### src/rtl/fifo_pack_pkg.sv
// Shared constants and types for the narrow-to-wide packing FIFO.
// Defaults give a byte write port and a 16-entry, 16-bit-wide store.
package fifo_pack_pkg;

    localparam int DATA_WIDTH_DEF = 8;
    localparam int ADDR_WIDTH_DEF = 4;

    typedef enum logic {
        HALF_LO = 1'b0,
        HALF_HI = 1'b1
    } half_e;

endpackage

### src/rtl/fifo_pack_ctrl.sv
// Pointer/count controller: tracks word pointers, the pending half and the complete-word count.
// Zero latency: flags and lane enables are combinational on registered state.
// Writes are dropped when full unless a read frees a slot in the same cycle; reads on empty are ignored.
module fifo_pack_ctrl
    import fifo_pack_pkg::*;
#(
    parameter int ADDR_WIDTH = ADDR_WIDTH_DEF
) (
    input  logic                  clk,
    input  logic                  reset,
    input  logic                  wr,
    input  logic                  rd,
    output logic                  empty,
    output logic                  full,
    output logic                  half_pending,
    output logic                  w_en_lo,
    output logic                  w_en_hi,
    output logic [ADDR_WIDTH-1:0] w_addr,
    output logic [ADDR_WIDTH-1:0] r_addr
);

    localparam logic [ADDR_WIDTH:0] FULL_CNT = {1'b1, {ADDR_WIDTH{1'b0}}};

    half_e                 w_half;
    logic [ADDR_WIDTH:0]   count;
    logic                  w_acc;
    logic                  r_acc;

    assign empty        = (count == '0);
    assign full         = (count == FULL_CNT) && (w_half == HALF_LO);
    assign half_pending = (w_half == HALF_HI);

    // A read on a full FIFO frees r_addr, which equals w_addr, so the new lower half may land there.
    assign w_acc   = wr & (~full | rd);
    assign r_acc   = rd & ~empty;
    assign w_en_lo = w_acc & (w_half == HALF_LO);
    assign w_en_hi = w_acc & (w_half == HALF_HI);

    always_ff @(posedge clk or negedge reset) begin
        if (!reset) begin
            w_addr <= '0;
            r_addr <= '0;
            w_half <= HALF_LO;
            count  <= '0;
        end else begin
            if (w_en_lo) begin
                w_half <= HALF_HI;
            end
            if (w_en_hi) begin
                w_half <= HALF_LO;
                w_addr <= w_addr + 1'b1;
            end
            if (r_acc) begin
                r_addr <= r_addr + 1'b1;
            end
            if (w_en_hi && !r_acc) begin
                count <= count + 1'b1;
            end else if (!w_en_hi && r_acc) begin
                count <= count - 1'b1;
            end
        end
    end

endmodule

### src/rtl/reg_file_pack.sv
// Register file of DEPTH double-width words with independently writable lower/upper halves.
// Write takes effect at the clock edge; read is combinational.
// No flow control: the controller only enables lanes it has accepted.
module reg_file_pack #(
    parameter int DATA_WIDTH = 8,
    parameter int ADDR_WIDTH = 4
) (
    input  logic                    clk,
    input  logic                    w_en_lo,
    input  logic                    w_en_hi,
    input  logic [ADDR_WIDTH-1:0]   w_addr,
    input  logic [DATA_WIDTH-1:0]   w_data,
    input  logic [ADDR_WIDTH-1:0]   r_addr,
    output logic [2*DATA_WIDTH-1:0] r_data
);

    localparam int DEPTH = 1 << ADDR_WIDTH;

    logic [2*DATA_WIDTH-1:0] mem [DEPTH];

    always_ff @(posedge clk) begin
        if (w_en_lo) begin
            mem[w_addr][DATA_WIDTH-1:0] <= w_data;
        end
        if (w_en_hi) begin
            mem[w_addr][2*DATA_WIDTH-1:DATA_WIDTH] <= w_data;
        end
    end

    assign r_data = mem[r_addr];

endmodule

### src/rtl/fifo_pack.sv
// FWFT FIFO packing pairs of narrow writes into double-width words (earlier item in the low half).
// A word completed at one edge is visible at r_data with empty=0 right after that edge.
// Writes dropped while full without a same-cycle read; reads ignored while empty.
module fifo_pack
    import fifo_pack_pkg::*;
#(
    parameter int DATA_WIDTH = DATA_WIDTH_DEF,
    parameter int ADDR_WIDTH = ADDR_WIDTH_DEF
) (
    input  logic                    clk,
    input  logic                    reset,
    input  logic                    wr,
    input  logic                    rd,
    input  logic [DATA_WIDTH-1:0]   w_data,
    output logic [2*DATA_WIDTH-1:0] r_data,
    output logic                    empty,
    output logic                    full,
    output logic                    half_pending
);

    logic                  w_en_lo;
    logic                  w_en_hi;
    logic [ADDR_WIDTH-1:0] w_addr;
    logic [ADDR_WIDTH-1:0] r_addr;

    fifo_pack_ctrl #(
        .ADDR_WIDTH(ADDR_WIDTH)
    ) u_ctrl (
        .clk         (clk),
        .reset       (reset),
        .wr          (wr),
        .rd          (rd),
        .empty       (empty),
        .full        (full),
        .half_pending(half_pending),
        .w_en_lo     (w_en_lo),
        .w_en_hi     (w_en_hi),
        .w_addr      (w_addr),
        .r_addr      (r_addr)
    );

    reg_file_pack #(
        .DATA_WIDTH(DATA_WIDTH),
        .ADDR_WIDTH(ADDR_WIDTH)
    ) u_mem (
        .clk    (clk),
        .w_en_lo(w_en_lo),
        .w_en_hi(w_en_hi),
        .w_addr (w_addr),
        .w_data (w_data),
        .r_addr (r_addr),
        .r_data (r_data)
    );

endmodule

### config.mk
export PLATFORM = sky130hd
export DESIGN_NAME = fifo_pack
export DESIGN_NICKNAME = d
export VERILOG_FILES = /design/src/rtl/fifo_pack_pkg.sv /design/src/rtl/fifo_pack_ctrl.sv /design/src/rtl/reg_file_pack.sv /design/src/rtl/fifo_pack.sv
export SDC_FILE = /design/constraint.sdc
export NUM_CORES = 1
export LEC_CHECK = 0
export BUFFER_PORTS_ARGS = -buffer_cell sky130_fd_sc_hd__buf_2
export CAP_MARGIN = 20
export CORE_ASPECT_RATIO = 0.6
export CORE_MARGIN = 2
export CORE_UTILIZATION = 40
export DETAILED_ROUTE_END_ITERATION = 6
export GPL_TIMING_DRIVEN = 0
export PLACE_DENSITY = 0.58
export SLEW_MARGIN = 0
export SYNTH_ARGS = -nofsm -noshare
export SYNTH_HDL_FRONTEND = slang
export SYNTH_SLANG_ARGS = --single-unit
### constraint.sdc
create_clock -name clk -period 3.4 [get_ports clk]
set_input_delay 0.68 -clock clk [delete_from_list [all_inputs] [get_ports clk]]
set_output_delay 0.68 -clock clk [all_outputs]
set_load 0.005 [all_outputs]
# After elaboration in Yosys (flattened, before gate mapping)
# Memories as Yosys holds them, arrays and structs flattened.
# Index checks and enable logic that the tools add are counted.
# classes
add_sub_neg,4
eq_ne,1
muxes,8
n_bitwise,8
reduce_logical,8
# ops
cell,n
2-to-1 mux 5 bit,2
"adder 4 x 1 -> 4 bit, second input constant",2
2-to-1 mux 1 bit,6
"adder 5 x 1 -> 5 bit, second input constant",1
"== test 5 bit, second input constant",1
logical NOT 5 bit,1
"subtractor 5 x 1 -> 5 bit, second input constant",1
bitwise AND 1 bit,4
nonzero test 2 bit,2
logical AND 1 bit,3
NOT 1 bit,3
logical NOT 1 bit,2
bitwise OR 1 bit,1
# word_totals
ff_bits,14
mem_bits_rw,256
in_bits,12
output_inout_bits,19
wordCells,34
memories,1
# mem_list
memory,depth,word_bits,read_ports,rd_ports_with_merged_regs,wr,line_no,text
u_mem.mem,16,16,1,0,1,reg_file_pack.sv:19,logic [2*DATA_WIDTH-1:0] mem [DEPTH];

# Logic depth before layout (Yosys ltp)
# Gate-level depths: netlist of the first run.
# logic_depth
ltp_word,10
depth_mapped,10
depth_no_buf,10

# By module
# Synthesis of the first run repeated with hierarchy kept, for this count alone.
# unflattened
cells_unflattened,518
area_unflattened_um2,10657.7
# modules_own_cells
module,n_inst,cells_each,area_per_inst_um2,seq_area_each_um2
reg_file_pack,1,443,9819.4,7687.4
fifo_pack_ctrl,1,75,838.3,350.3

# Worst setup path after synthesis of the first run
# OpenSTA, ideal clock, no wires.
# synth_path
kind,register -> register
from,reg u_ctrl.count[0]
to,reg u_ctrl.count[4]
setup_time_ps,136
t_arrival_ps,2680
t_required_ps,3264
path_slack_ps,583
stages_incl_launch_ff,10
path_buffers,0
synth_period_minus_slack_ps,2817
cell_sequence,dfrtp_1 or4_4 o21a_1 inv_1 ha_1 inv_1 fa_1 a21o_1 a2111oi_0 o31ai_1
# synth_via
elab_chain_len,9
word_cells_on_any_way,18
cone_classes,2 x add/sub; 1 x eq/ne; 2 x mux; 6 x bitwise; 7 x reduce/logical
# synth_lines
item,line_no,text
from (decl),fifo_pack_ctrl.sv:25,logic [ADDR_WIDTH:0] count;
from (signal assigned),fifo_pack_ctrl.sv:57,count <= count + 1'b1;
from (signal assigned),fifo_pack_ctrl.sv:59,count <= count - 1'b1;
== test 5 bit,fifo_pack_ctrl.sv:30,assign full = (count == FULL_CNT) && (w_half == HALF_LO);
logical AND 1 bit,fifo_pack_ctrl.sv:30,
NOT 1 bit,fifo_pack_ctrl.sv:34,assign w_acc = wr & (~full | rd);
bitwise OR 1 bit,fifo_pack_ctrl.sv:34,
bitwise AND 1 bit,fifo_pack_ctrl.sv:34,
bitwise AND 1 bit,fifo_pack_ctrl.sv:37,assign w_en_hi = w_acc & (w_half == HALF_HI);
logical NOT 1 bit,fifo_pack_ctrl.sv:58,end else if (!w_en_hi && r_acc) begin
logical AND 1 bit,fifo_pack_ctrl.sv:58,
nonzero test 2 bit (no line),--,
# Several ways; a longest one is shown, not always the timed one. The select of a mux whose other input is x is not followed.
# A chain may end at the register's enable or synchronous reset.

# Worst setup path in the final report of the first run
# layout_path
from,reg u_ctrl.r_addr[2]
to,out r_data[13]
# layout_via
elab_chain_len,1
# layout_lines
item,line_no,text
from (decl),fifo_pack_ctrl.sv:19,output logic [ADDR_WIDTH-1:0] r_addr
from (signal assigned),fifo_pack_ctrl.sv:54,r_addr <= r_addr + 1'b1;
memory (16 x 16 bit),--,
to (decl),fifo_pack.sv:15,"output logic [2*DATA_WIDTH-1:0] r_data,"
# Every way passes these cells.

==> summary.txt, run 1 <==
Critical path
  – Cell family with most CP delay: buffers and inverters
  – Slowest stage delay, CP: 0.61 ns
  – Worst-path maximum fanout: 10
  – Max stage delay cell, worst path: clkbuf_1
  – Startpoint Class: flop
  – Crit Path Class: reg -> out
  – Critical path endpoint category: output port
  – Critical path required time: 2.72 ns
  – Worst-path cell chain: nor2_2 -> clkbuf_1 -> a22oi_1 -> nand2_1 -> buf_2
  – Worst Path Arrival: 2.56 ns
  – FF-to-FF setup slack: 0.28 ns
  – Crit path buffers/inverters: 2

Logic synthesis
  – Syn_area_per_cell: 20.5 µm²
  – Ys Warns: 0
  – Synth cell count leaders: edfxtp_1, mux4_2, nor2_1
  – Post-Syn Instances: 514
  – Top-count cell post-synth: edfxtp_1
  – Post-synth top area cell: edfxtp_1
  – Dominant synthesized flop cell: edfxtp_1
  – Seq cells post-synth: 270
  – EDFF count, synth: 256
  – Synth Cell Area: 10500 µm²
  – Asr flop ratio synth: around 5.2%
  – Synth area leaders: edfxtp_1, mux4_2, dfrtp_1
  – Share of the synthesized area in the top cell type: 72.9%
  – Post-synth net total: around 540
  – Synth cell types: 34
  – Post-synthesis sequential area ratio: 76.2%

Die
  – Die X: ~210 µm
  – Cell Rows: 45
  – Core region area: 25600 µm²
  – Starting Density: between 40% and 50%
  – Die height: about 130 µm
  – Die area: 27700 µm²
  – Ports: 31

Drt
  – WL final: roughly 22000 µm
  – Max layer used: met4
  – DRT antenna net count: 0
  – Routed via count: 5093
  – WL met1: approximately 11000 µm
  – Met2 routed WL: 9850 µm
  – 1st-pass router iterations: 5
  – Vias per Instance: 5.44
  – WL met3: 1410 µm
  – Starting DRC count in detailed routing: ~400
  – Routed WL per cell: 23.6 µm
  – DRC Markers: 0

Final layout
  – Fin util: 46.3%
  – Nets: 593
  – # fillers: 2126
  – Diode count: 0
  – Area Growth Syn to Fin: 12.4%
  – Proportion of layout cells with a drive suffix above 1: 24.1%

Clock tree
  – CTS tree: built
  – CTS H-tree lvls: 1
  – Clock slew at reported path FFs: approximately 0.070 ns
  – Max clock buf depth: 3
  – Latest clock arrival within the worst-skew pair: approximately 0.52 ns
  – Post-CTS setup buffers: 0
  – CTS root buf: clkbuf_16
  – Clock tree sinks: between 200 and 300
  – Cts hold-fix bufs: 0
  – Total CTS buffers: 25

STA
  – Setup TNS Final: 0 ns
  – Unrepaired setup endpoints after global routing: no
  – Achievable clock frequency: 0.309 GHz
  – Slew Limit Fails: 0
  – Period utilization: 95.3%
  – Final hold vios: 0
  – Final setup viols: 0
  – Worst slew pin tran: slightly below 1 ns
  – Worst slew margin: 35.2%
  – Tmin final: 3.24 ns
  – Worst setup margin: 0.160 ns
  – Worst hold slack: 0.0474 ns
  – Clock skew: 0.00986 ns

Pwr
  – Total power: 9.43 mW
  – P_leak: 3.80 nW
  – PD cells: 795 nW/µm²
  – VDD IR max: 0.000665 V

Global route
  – First-pass GRT wire length: between 30000 and 40000 µm
  – Pin count of the biggest net entering global routing: 33
  – Vias in the first global route: ~5300
  – Total grt overflow: 0
  – Initial antenna violation count: 0
  – GRT Util Overall: between 15 and 20%

Worst hold path
  – Hold Crit Class: in -> async

Place
  – Post-place setup slack: between 0.2 and 0.3 ns
  – Gpl congestion: 0.786
  – Buffers on Ports: 30
  – Dpl hpwl: between 10000 and 15000 µm

Job
  – Number of max-cap violations: 0

Run status
  – Status: finished clean
power breakdown:
part | leakage [nW] | switching (mW) | total, mW | internal [mW]
logic | 0.982 | 1.59 | 2.84 | 1.26
clock network | 0.345 | 1.13 | 2.55 | 1.42
registers | 2.47 | 0.139 | 4.03 | 3.90
total | 3.80 | 2.86 | 9.43 | 6.57
registers in the layout (all words and copies together), names as in the netlist:
| name | cells |
|---|---|
| u_ctrl.w_addr | 4 |
| u_mem.mem | 256 |
| u_ctrl.r_addr | 4 |
| u_ctrl.count | 5 |
| u_ctrl.half_pending | 1 |
repair_timing:
| action | 4_1_cts | 5_1_grt |
|---|---|---|
| endpoints found under the setup margin | 14 | 10 |
| resized for setup | 1 | 5 |
| endpoints found under the hold margin | 0 | 0 |
cells by family after synthesis:
group	after synthesis	share of synthesized area [%]
AO/OA/AOI/OAI	45	3.20
XOR/XNOR	9	0.748
adder cells (fa/ha/maj)	10	1.26
buffers and inverters	32	1.42
flip-flops	270	76.2
multiplexers	66	13.9
AND/OR/NAND/NOR	82	3.27
cell usage in the layout (no fill, tap or decap), types with 2 or more instances in the layout:
cell and count:
edfxtp_1 256, mux4_2 64, buf_2 36, nor2_1 33
nand2_1 33, a22oi_1 32, clkbuf_16 25, clkbuf_1 19
dfrtp_1 14, ha_1 9, xnor2_1 8, inv_1 6
clkinv_1 6, buf_4 4, nor3_1 4, o21ai_0 4
clkbuf_2 3, and2_1 2, nor2b_1 2, nand2b_1 2
a21o_1 2, a21oi_1 2, nand4_1 2
per-layer routing:
metal | vias up | global-route usage [%]
li1 | 2206 | -
met4 | 0 | 2.74
met2 | 147 | 25.7
met5 | - | 0
met1 | 2721 | 25.5
met3 | 19 | 3.75
path summary, 6_finish.rpt:
check | startpoint | end | cells past startpoint
max | u_ctrl.r_addr[2] | r_data[13] | 5
min | reset | u_ctrl.half_pending | 1
min in group clk | wr | u_ctrl.half_pending | 2
min reg2reg | u_ctrl.count[3] | u_ctrl.count[3] | 2
max in group asynchronous | reset | u_ctrl.w_addr[1] | 1
max reg2reg | u_ctrl.count[0] | u_ctrl.count[4] | 9
cell type report:
class / count / area, µm² / share of cell area, %
Clock inverter: 8 / 57.6 / 0.485
Multi-Input combinational cell: 212 / 2360 / 19.9
Sequential cell: 270 / 8040 / 67.8
Clock buffer: 33 / 656 / 5.53
Timing Repair Buffer: 30 / 150 / 1.27
Tap cell: 352 / 440 / 3.72
Buffer: 26 / 131 / 1.11
Inverter: 6 / 22.5 / 0.190
metrics by stage:
| step | area (µm²) | instances |
|---|---|---|
| after CTS | 11900 | 937 |
| after floorplan | 10500 | 514 |
| after global placement | 11100 | 896 |
| final | 11900 | 937 |
| after detailed placement | 11100 | 896 |
| after global routing | 11900 | 937 |
(Power assumes the default switching activity.)
==> inputs of run 2 (changes only) <==
--- a/config.mk
+++ b/config.mk
@@ -6,14 +6,13 @@
 export NUM_CORES = 1
 export LEC_CHECK = 0
 export BUFFER_PORTS_ARGS = -buffer_cell sky130_fd_sc_hd__buf_2
-export CAP_MARGIN = 20
 export CORE_ASPECT_RATIO = 0.6
 export CORE_MARGIN = 2
 export CORE_UTILIZATION = 40
 export DETAILED_ROUTE_END_ITERATION = 6
 export GPL_TIMING_DRIVEN = 0
 export PLACE_DENSITY = 0.58
-export SLEW_MARGIN = 0
+export SLEW_MARGIN = 10
 export SYNTH_ARGS = -nofsm -noshare
 export SYNTH_HDL_FRONTEND = slang
 export SYNTH_SLANG_ARGS = --single-unit
==> constraint.sdc (replaced) <==
create_clock -name clk -period 3.4 [get_ports clk]
set_input_delay 0.34 -clock clk [delete_from_list [all_inputs] [get_ports clk]]
set_output_delay 0.34 -clock clk [all_outputs]
set_load 0.005 [all_outputs]
==> run 2 against run 1 <==
Clock power hardly changed. Critical path type unchanged. Worst setup slack better by 0.11 ns. Fmax grew 3.7%.
==> summary.txt, run 2 (synthesis gave the netlist of run 1 again) <==
STA
  – Period utilization: 91.9% (was 95.3%)
  – Worst slew margin: 35.5% (was 35.2%)
  – Worst slew pin tran: 0.965 ns (was 0.968 ns)
  – Clock skew: 0.00984 ns (was 0.00986 ns)
  – Unrepaired setup endpoints after global routing: no (unchanged)
  – Tmin final: 3.13 ns (was 3.24 ns)
  – Final setup viols: 0 (unchanged)
  – Achievable clock frequency: 0.320 GHz (was 0.309 GHz)
  – Slew Limit Fails: 0 (unchanged)
  – Final hold vios: 0 (unchanged)
  – Setup TNS Final: 0 ns (unchanged)

Final layout
  – Diode count: 0 (unchanged)
  – Area Growth Syn to Fin: 12.5% (was 12.4%)
  – Largest regs: u_mem.mem x256, u_ctrl.count x5 (unchanged)
  – Post-route cell area: 11900 µm² (about the same)
  – Multi-input gate area: 2360 µm² (about the same)
  – Nets: 594 (was 593)
  – Max reg flops: 256 (unchanged)
  – Fin util: 46.3% (about the same)
  – Register area: 8040 µm² (unchanged)
  – Commonest non-fill, non-tap cell in the layout: edfxtp_1 (unchanged)
  – Most frequent cells in the layout: edfxtp_1, mux4_2, buf_2 (unchanged)
  – Biggest register: u_mem.mem (unchanged)
  – # fillers: 2125 (was 2126)
  – Proportion of layout cells with a drive suffix above 1: 23.4% (was 24.1%)

Drt
  – DRT antenna net count: 0 (unchanged)
  – WL final: 22200 µm (was 22100 µm)
  – Routed via count: 5061 (was 5093)
  – Vias per Instance: 5.40 (was 5.44)
  – Starting DRC count in detailed routing: 404 (was 402)
  – Routed WL per cell: 23.6 µm (about the same)
  – 1st-pass router iterations: 4 (was 5)
  – DRC Markers: 0 (unchanged)

Clock tree
  – Clock tree sinks: 270 (unchanged)
  – Max clock buf depth: 3 (unchanged)
  – Clock slew at reported path FFs: 0.07 ns (about the same)
  – Latest clock arrival within the worst-skew pair: 0.52 ns (about the same)
  – Total CTS buffers: 25 (unchanged)
  – CTS H-tree lvls: 1 (unchanged)
  – CTS tree: built (unchanged)
  – CTS root buf: clkbuf_16 (unchanged)

Place
  – Buffers on Ports: 30 (unchanged)
  – Post-DP Area: 11100 µm² (unchanged)
  – Gpl congestion: 0.786 (unchanged)
  – Dpl hpwl: 14900 µm (unchanged)

Critical path
  – Reg2reg start: u_ctrl.count[0] (unchanged)
  – Crit path buffers/inverters: 3 (was 2)
  – Worst-path maximum fanout: 10 (unchanged)
  – Worst reg2reg path depth: 9 (unchanged)
  – Crit Path Class: reg -> out (unchanged)
  – Worst-path cell chain: clkbuf_1 -> buf_2 -> mux4_2 -> a22oi_1 -> nand2_1 -> buf_2 (was nor2_2 -> clkbuf_1 -> a22oi_1 -> nand2_1 -> buf_2)
  – Cell family with most CP delay: buffers and inverters (unchanged)
  – RR Endpoint: u_ctrl.count[4] (unchanged)
  – Critical path required time: 3.06 ns (was 2.72 ns)
  – Top cell by count, worst path: buf_2
  – Max stage delay cell, worst path: clkbuf_1 (unchanged)
  – Worst Path Arrival: 2.79 ns (was 2.56 ns)
  – FF-to-FF setup slack: 0.28 ns (about the same)
  – Slowest stage delay, CP: 0.56 ns (was 0.61 ns)
  – Critical path endpoint category: output port (unchanged)
  – Startpoint Class: flop (unchanged)

Run status
  – Status: finished clean (unchanged)

Die
  – Ports: 31 (unchanged)
  – Die area: 27700 µm² (unchanged)
  – Die X: 214 µm (unchanged)
  – Die height: 130 µm (unchanged)
  – Starting Density: 41.2% (unchanged)
  – Cell Rows: 45 (unchanged)
  – Core region area: 25600 µm² (unchanged)

Pwr
  – Total power: 9.43 mW (about the same)
  – PD cells: 795 nW/µm² (about the same)
  – P_leak: 3.80 nW (about the same)
  – VDD IR max: 0.000664 V (was 0.000665 V)

Job
  – Number of max-cap violations: 0 (unchanged)

Global route
  – Vias in the first global route: 5290 (unchanged)
  – Total grt overflow: 0 (unchanged)
  – First-pass GRT wire length: 33400 µm (unchanged)
  – Initial antenna violation count: 0 (unchanged)
  – GRT Util Overall: 16.9% (unchanged)
  – Pin count of the biggest net entering global routing: 33 (unchanged)

Worst hold path
  – Hold Crit Class: in -> reg (was in -> async)
  – Hold EP: u_ctrl.half_pending
  – WHS Path Cells: 2
  – Hold_sp: wr
[run 2: cell count changes in the layout (fill, tap and decap cells not counted)]
cell	change
nor2_1	+1
dlygate4sd3_1	+1
nor2_2	-1
clkbuf_1	+3
clkbuf_2	-3
[run 2: report_power, final]
group,internal (mW),switching [mW]
sequential,3.90,0.138
clock,1.42,1.14
combinational,1.25,1.59
total,6.56,2.86
[run 2: area by class of cell]
cell class | count | area share, %
sequential | 270 | 67.8
multi-input combinational | 212 | 19.9
clock buffer | 33 | 5.53
tap | 352 | 3.71
timing repair buffer | 31 | 1.35
buffer | 26 | 1.08
clock inverter | 8 | 0.485
inverter | 6 | 0.190
[run 2: worst max path at each step]
stage,from,to,slack [ns],cells past startpoint
after floorplan,u_ctrl.count[0],u_ctrl.count[4],0.58,9
after global placement,u_ctrl.count[0],u_ctrl.count[4],0.40,9
after detailed placement,u_ctrl.count[0],u_ctrl.count[4],0.25,9
after CTS,u_ctrl.r_addr[1],r_data[14],0.22,6
after global routing,u_ctrl.count[0],u_ctrl.count[4],0.13,9
final,u_ctrl.r_addr[1],r_data[14],0.27,6
[run 2: repair_timing]
action | 4_1_cts | 5_1_grt
hold endpoints to repair | 14 | 0
setup buffers | 0 | 0
hold buffers | 1 | 0
gates resized for setup | 0 | 0
[run 2: per-layer routing]
metal  wire [µm]  vias up  global-route usage, %
met5           0        -                      0
met4         255        0                   2.74
met3        1120       19                   3.75
li1            -     2206                      -
met1       10900     2706                   25.5
met2        9900      130                   25.7
[run 2: metrics by stage]
step                hold WS [ns]  setup WS, ns  std cells
floorplan                 0.0444         0.583        514
global route              0.0385         0.133        938
detailed placement         0.255         0.255        896
CTS                       0.0188         0.225        938
global placement           0.243         0.399        896
finish                    0.0365         0.274        938
==> inputs of run 3 (changes only) <==
--- a/config.mk
+++ b/config.mk
@@ -15,4 +15,5 @@
 export SLEW_MARGIN = 10
 export SYNTH_ARGS = -nofsm -noshare
 export SYNTH_HDL_FRONTEND = slang
+export SYNTH_HIERARCHICAL = 1
 export SYNTH_SLANG_ARGS = --single-unit
==> run 3 against run 2 <==
Cell count increased by 1.8%. Register-to-register slack improved by 0.11 ns. Hold slack better by 0.058 ns. Highest routed layer unchanged. Sequential share of layout area decreased by 1.5 points. Clock power is 15% higher. First-iteration DRC count up 19%. Critical path type unchanged. Cell area grew 2.3%. Synthesized cell count increased by 0.78%. Count of clock-buffer cells in the layout shrank 1. Via count up 5.4%. Worst setup slack better by 0.036 ns.
==> summary.txt, run 3 <==
Pwr
  – PD cells: 825 nW/µm² (was 795 nW/µm²)
  – P_leak: 3.92 nW (was 3.80 nW)
  – VDD IR max: 0.000464 V (was 0.000664 V)

Critical path
  – Worst-path maximum fanout: 10 (unchanged)
  – Top cell by count, worst path: buf_6 (was buf_2)
  – Slowest stage delay, CP: 0.67 ns (was 0.56 ns)
  – Critical path required time: 3.06 ns (about the same)
  – Startpoint Class: flop (unchanged)
  – Worst-path cell chain: buf_6 -> buf_6 -> mux4_1 -> a22oi_1 -> nand2_1 -> buf_2 (was clkbuf_1 -> buf_2 -> mux4_2 -> a22oi_1 -> nand2_1 -> buf_2)
  – Crit Path Class: reg -> out (unchanged)
  – FF-to-FF setup slack: 0.39 ns (was 0.28 ns)
  – Worst Path Arrival: 2.75 ns (was 2.79 ns)
  – Crit path buffers/inverters: 3 (unchanged)
  – Max stage delay cell, worst path: mux4_1 (was clkbuf_1)
  – Critical path endpoint category: output port (unchanged)
  – Cell family with most CP delay: multiplexers (was buffers and inverters)

Clock tree
  – Max clock buf depth: 3 (unchanged)
  – CTS H-tree lvls: 1 (unchanged)
  – Clock tree sinks: 270 (unchanged)
  – Total CTS buffers: 26 (was 25)
  – Latest clock arrival within the worst-skew pair: 0.53 ns (was 0.52 ns)
  – CTS root buf: clkbuf_16 (unchanged)
  – CTS tree: built (unchanged)
  – Clock slew at reported path FFs: 0.06 ns (was 0.07 ns)

Job
  – Number of max-cap violations: 0 (unchanged)

Die
  – Die area: 28000 µm² (was 27700 µm²)
  – Cell Rows: 46 (was 45)
  – Core region area: 26300 µm² (was 25600 µm²)
  – Ports: 31 (unchanged)
  – Starting Density: 40.5% (was 41.2%)
  – Die height: 130 µm (about the same)
  – Die X: 215 µm (was 214 µm)

Logic synthesis
  – Seq cells post-synth: 270 (unchanged)
  – Post-synth top area cell: edfxtp_1 (unchanged)
  – Syn_area_per_cell: 20.6 µm² (was 20.5 µm²)
  – Post-synth net total: 537 (was 536)
  – Dominant synthesized flop cell: edfxtp_1 (unchanged)
  – Synth cell types: 42 (was 34)
  – Post-Syn Instances: 518 (was 514)
  – Synth Cell Area: 10700 µm² (was 10500 µm²)
  – Synth area leaders: edfxtp_1, mux4_2, dfrtp_1 (unchanged)
  – Ys Warns: 6 (was 0)
  – Share of the synthesized area in the top cell type: 72.1% (was 72.9%)
  – Post-synthesis sequential area ratio: 75.4% (was 76.2%)
  – Top-count cell post-synth: edfxtp_1 (unchanged)
  – Asr flop ratio synth: 5.19% (unchanged)
  – Synth cell count leaders: edfxtp_1, mux4_2, nor2_1 (unchanged)
  – EDFF count, synth: 256 (unchanged)

Final layout
  – Nets: 596 (was 594)
  – Biggest register: u_mem/mem (was u_mem.mem)
  – Commonest non-fill, non-tap cell in the layout: edfxtp_1 (unchanged)
  – Most frequent cells in the layout: edfxtp_1, mux4_2, nor2_1 (was edfxtp_1, mux4_2, buf_2)
  – Proportion of layout cells with a drive suffix above 1: 24.5% (was 23.4%)
  – Post-route insts no fill: 955 (was 938)
  – Max reg flops: 256 (unchanged)
  – Largest regs: u_mem/mem x256, u_ctrl/count x5 (was u_mem.mem x256, u_ctrl.count x5)
  – Diode count: 0 (unchanged)
  – Area Growth Syn to Fin: 13.9% (was 12.5%)
  – Fin util: 46.1% (was 46.3%)

STA
  – Worst slew pin tran: 1.03 ns (was 0.965 ns)
  – Unrepaired setup endpoints after global routing: no (unchanged)
  – Setup TNS Final: 0 ns (unchanged)
  – Clock skew: 0.0156 ns (was 0.00984 ns)
  – Final setup viols: 0 (unchanged)
  – Slew Limit Fails: 0 (unchanged)
  – Period utilization: 90.9% (was 91.9%)
  – Final hold vios: 0 (unchanged)
  – Achievable clock frequency: 0.324 GHz (was 0.320 GHz)
  – Worst slew margin: 31.1% (was 35.5%)
  – Tmin final: 3.09 ns (was 3.13 ns)

Place
  – Buffers on Ports: 30 (unchanged)
  – Gpl congestion: 0.760 (was 0.786)
  – Dpl hpwl: 14900 µm (about the same)
  – Number of cells after detailed placement: 908 (was 896)

Drt
  – 1st-pass router iterations: 5 (was 4)
  – Vias per Instance: 5.58 (was 5.40)
  – Starting DRC count in detailed routing: 479 (was 404)
  – WL final: 23000 µm (was 22200 µm)
  – Routed via count: 5333 (was 5061)
  – DRT antenna net count: 0 (unchanged)
  – DRC Markers: 0 (unchanged)
  – Routed WL per cell: 24.1 µm (was 23.6 µm)

Worst hold path
  – Hold Crit Class: in -> reg (unchanged)

Run status
  – Status: finished clean (unchanged)

Global route
  – Pin count of the biggest net entering global routing: 33 (unchanged)
  – GRT Util Overall: 16.7% (was 16.9%)
  – Total grt overflow: 0 (unchanged)
  – Initial antenna violation count: 0 (unchanged)
  – First-pass GRT wire length: 33800 µm (was 33400 µm)
  – Vias in the first global route: 5173 (was 5290)
-- run 3: tightest hold or removal path: stages --
cell and delay [ns]:
buf_2 0.09, nand2b_1 0.09, o21ai_1 0.06
-- run 3: through the flow --
| stage | worst slack (ns) | instance area, µm² | power, mW | hold slack [ns] |
|---|---|---|---|---|
| after detailed placement | 0.418 | 11300 | 7.17 | 0.273 |
| final | 0.311 | 12100 | 10.0 | 0.0945 |
| after CTS | 0.0845 | 12100 | 10.1 | 0.0761 |
| after global routing | 0.121 | 12100 | 10.5 | 0.104 |
| after global placement | 0.547 | 11300 | 7.10 | 0.257 |
| after floorplan | 0.666 | 10700 | 6.05 | 0.0444 |
-- run 3: kinds of logic (layout without fill, tap and decap cells) --
group	Yosys count	count (layout)	share of synthesized area, %
buffers and inverters	30	107	1.58
DFF	270	270	75.4
AOI/OAI and AO/OA	45	45	3.15
adders and majority gates	7	7	0.892
xor gates and xnor gates	8	8	0.657
and+or+nand+nor	90	90	3.98
muxes	68	68	14.3
-- run 3: metal layers --
metal / wire (µm) / vias up / global-route usage, %
li1: - / 2250 / -
met1: 11100 / 2864 / 26.3
met2: 9960 / 183 / 24.7
met3: 1620 / 36 / 3.06
met4: 375 / 0 / 2.98
met5: 0 / - / 0
-- run 3: layout make-up --
class | instances | area (µm²)
Inverter | 2 | 7.51
Fill cell | 2204 | 14200
Sequential cell | 270 | 8040
Timing Repair Buffer | 31 | 160
Clock inverter | 14 | 170
Clock buffer | 32 | 694
Tap cell | 360 | 450
Buffer | 28 | 163
Multi-Input combinational cell | 218 | 2450
-- run 3: repair_timing --
| item | CTS | global route |
|---|---|---|
| hold endpoints to repair | 14 | 0 |
| setup buffers | 0 | 0 |
| gates resized for setup | 0 | 1 |
| endpoints found under the setup margin | 0 | 1 |
| hold buffers | 1 | 0 |
-- run 3: worst paths after layout --
path,from,to,cells after the start
worst max register to register,u_ctrl/count[0],u_ctrl/count[4],9
worst max-delay path,u_ctrl/r_addr[0],r_data[3],6
worst min register to register,u_ctrl/r_addr[3],u_ctrl/r_addr[3],1
worst min-delay path,wr,u_ctrl/half_pending,3
min in group asynchronous,reset,u_ctrl/half_pending,2
max in group asynchronous,reset,u_ctrl/w_addr[3],2
-- run 3: where the power goes --
part / internal [mW] / switching, mW / total (mW)
registers: 3.90 / 0.141 / 4.05
clock network: 1.75 / 1.18 / 2.93
logic: 1.31 / 1.73 / 3.04
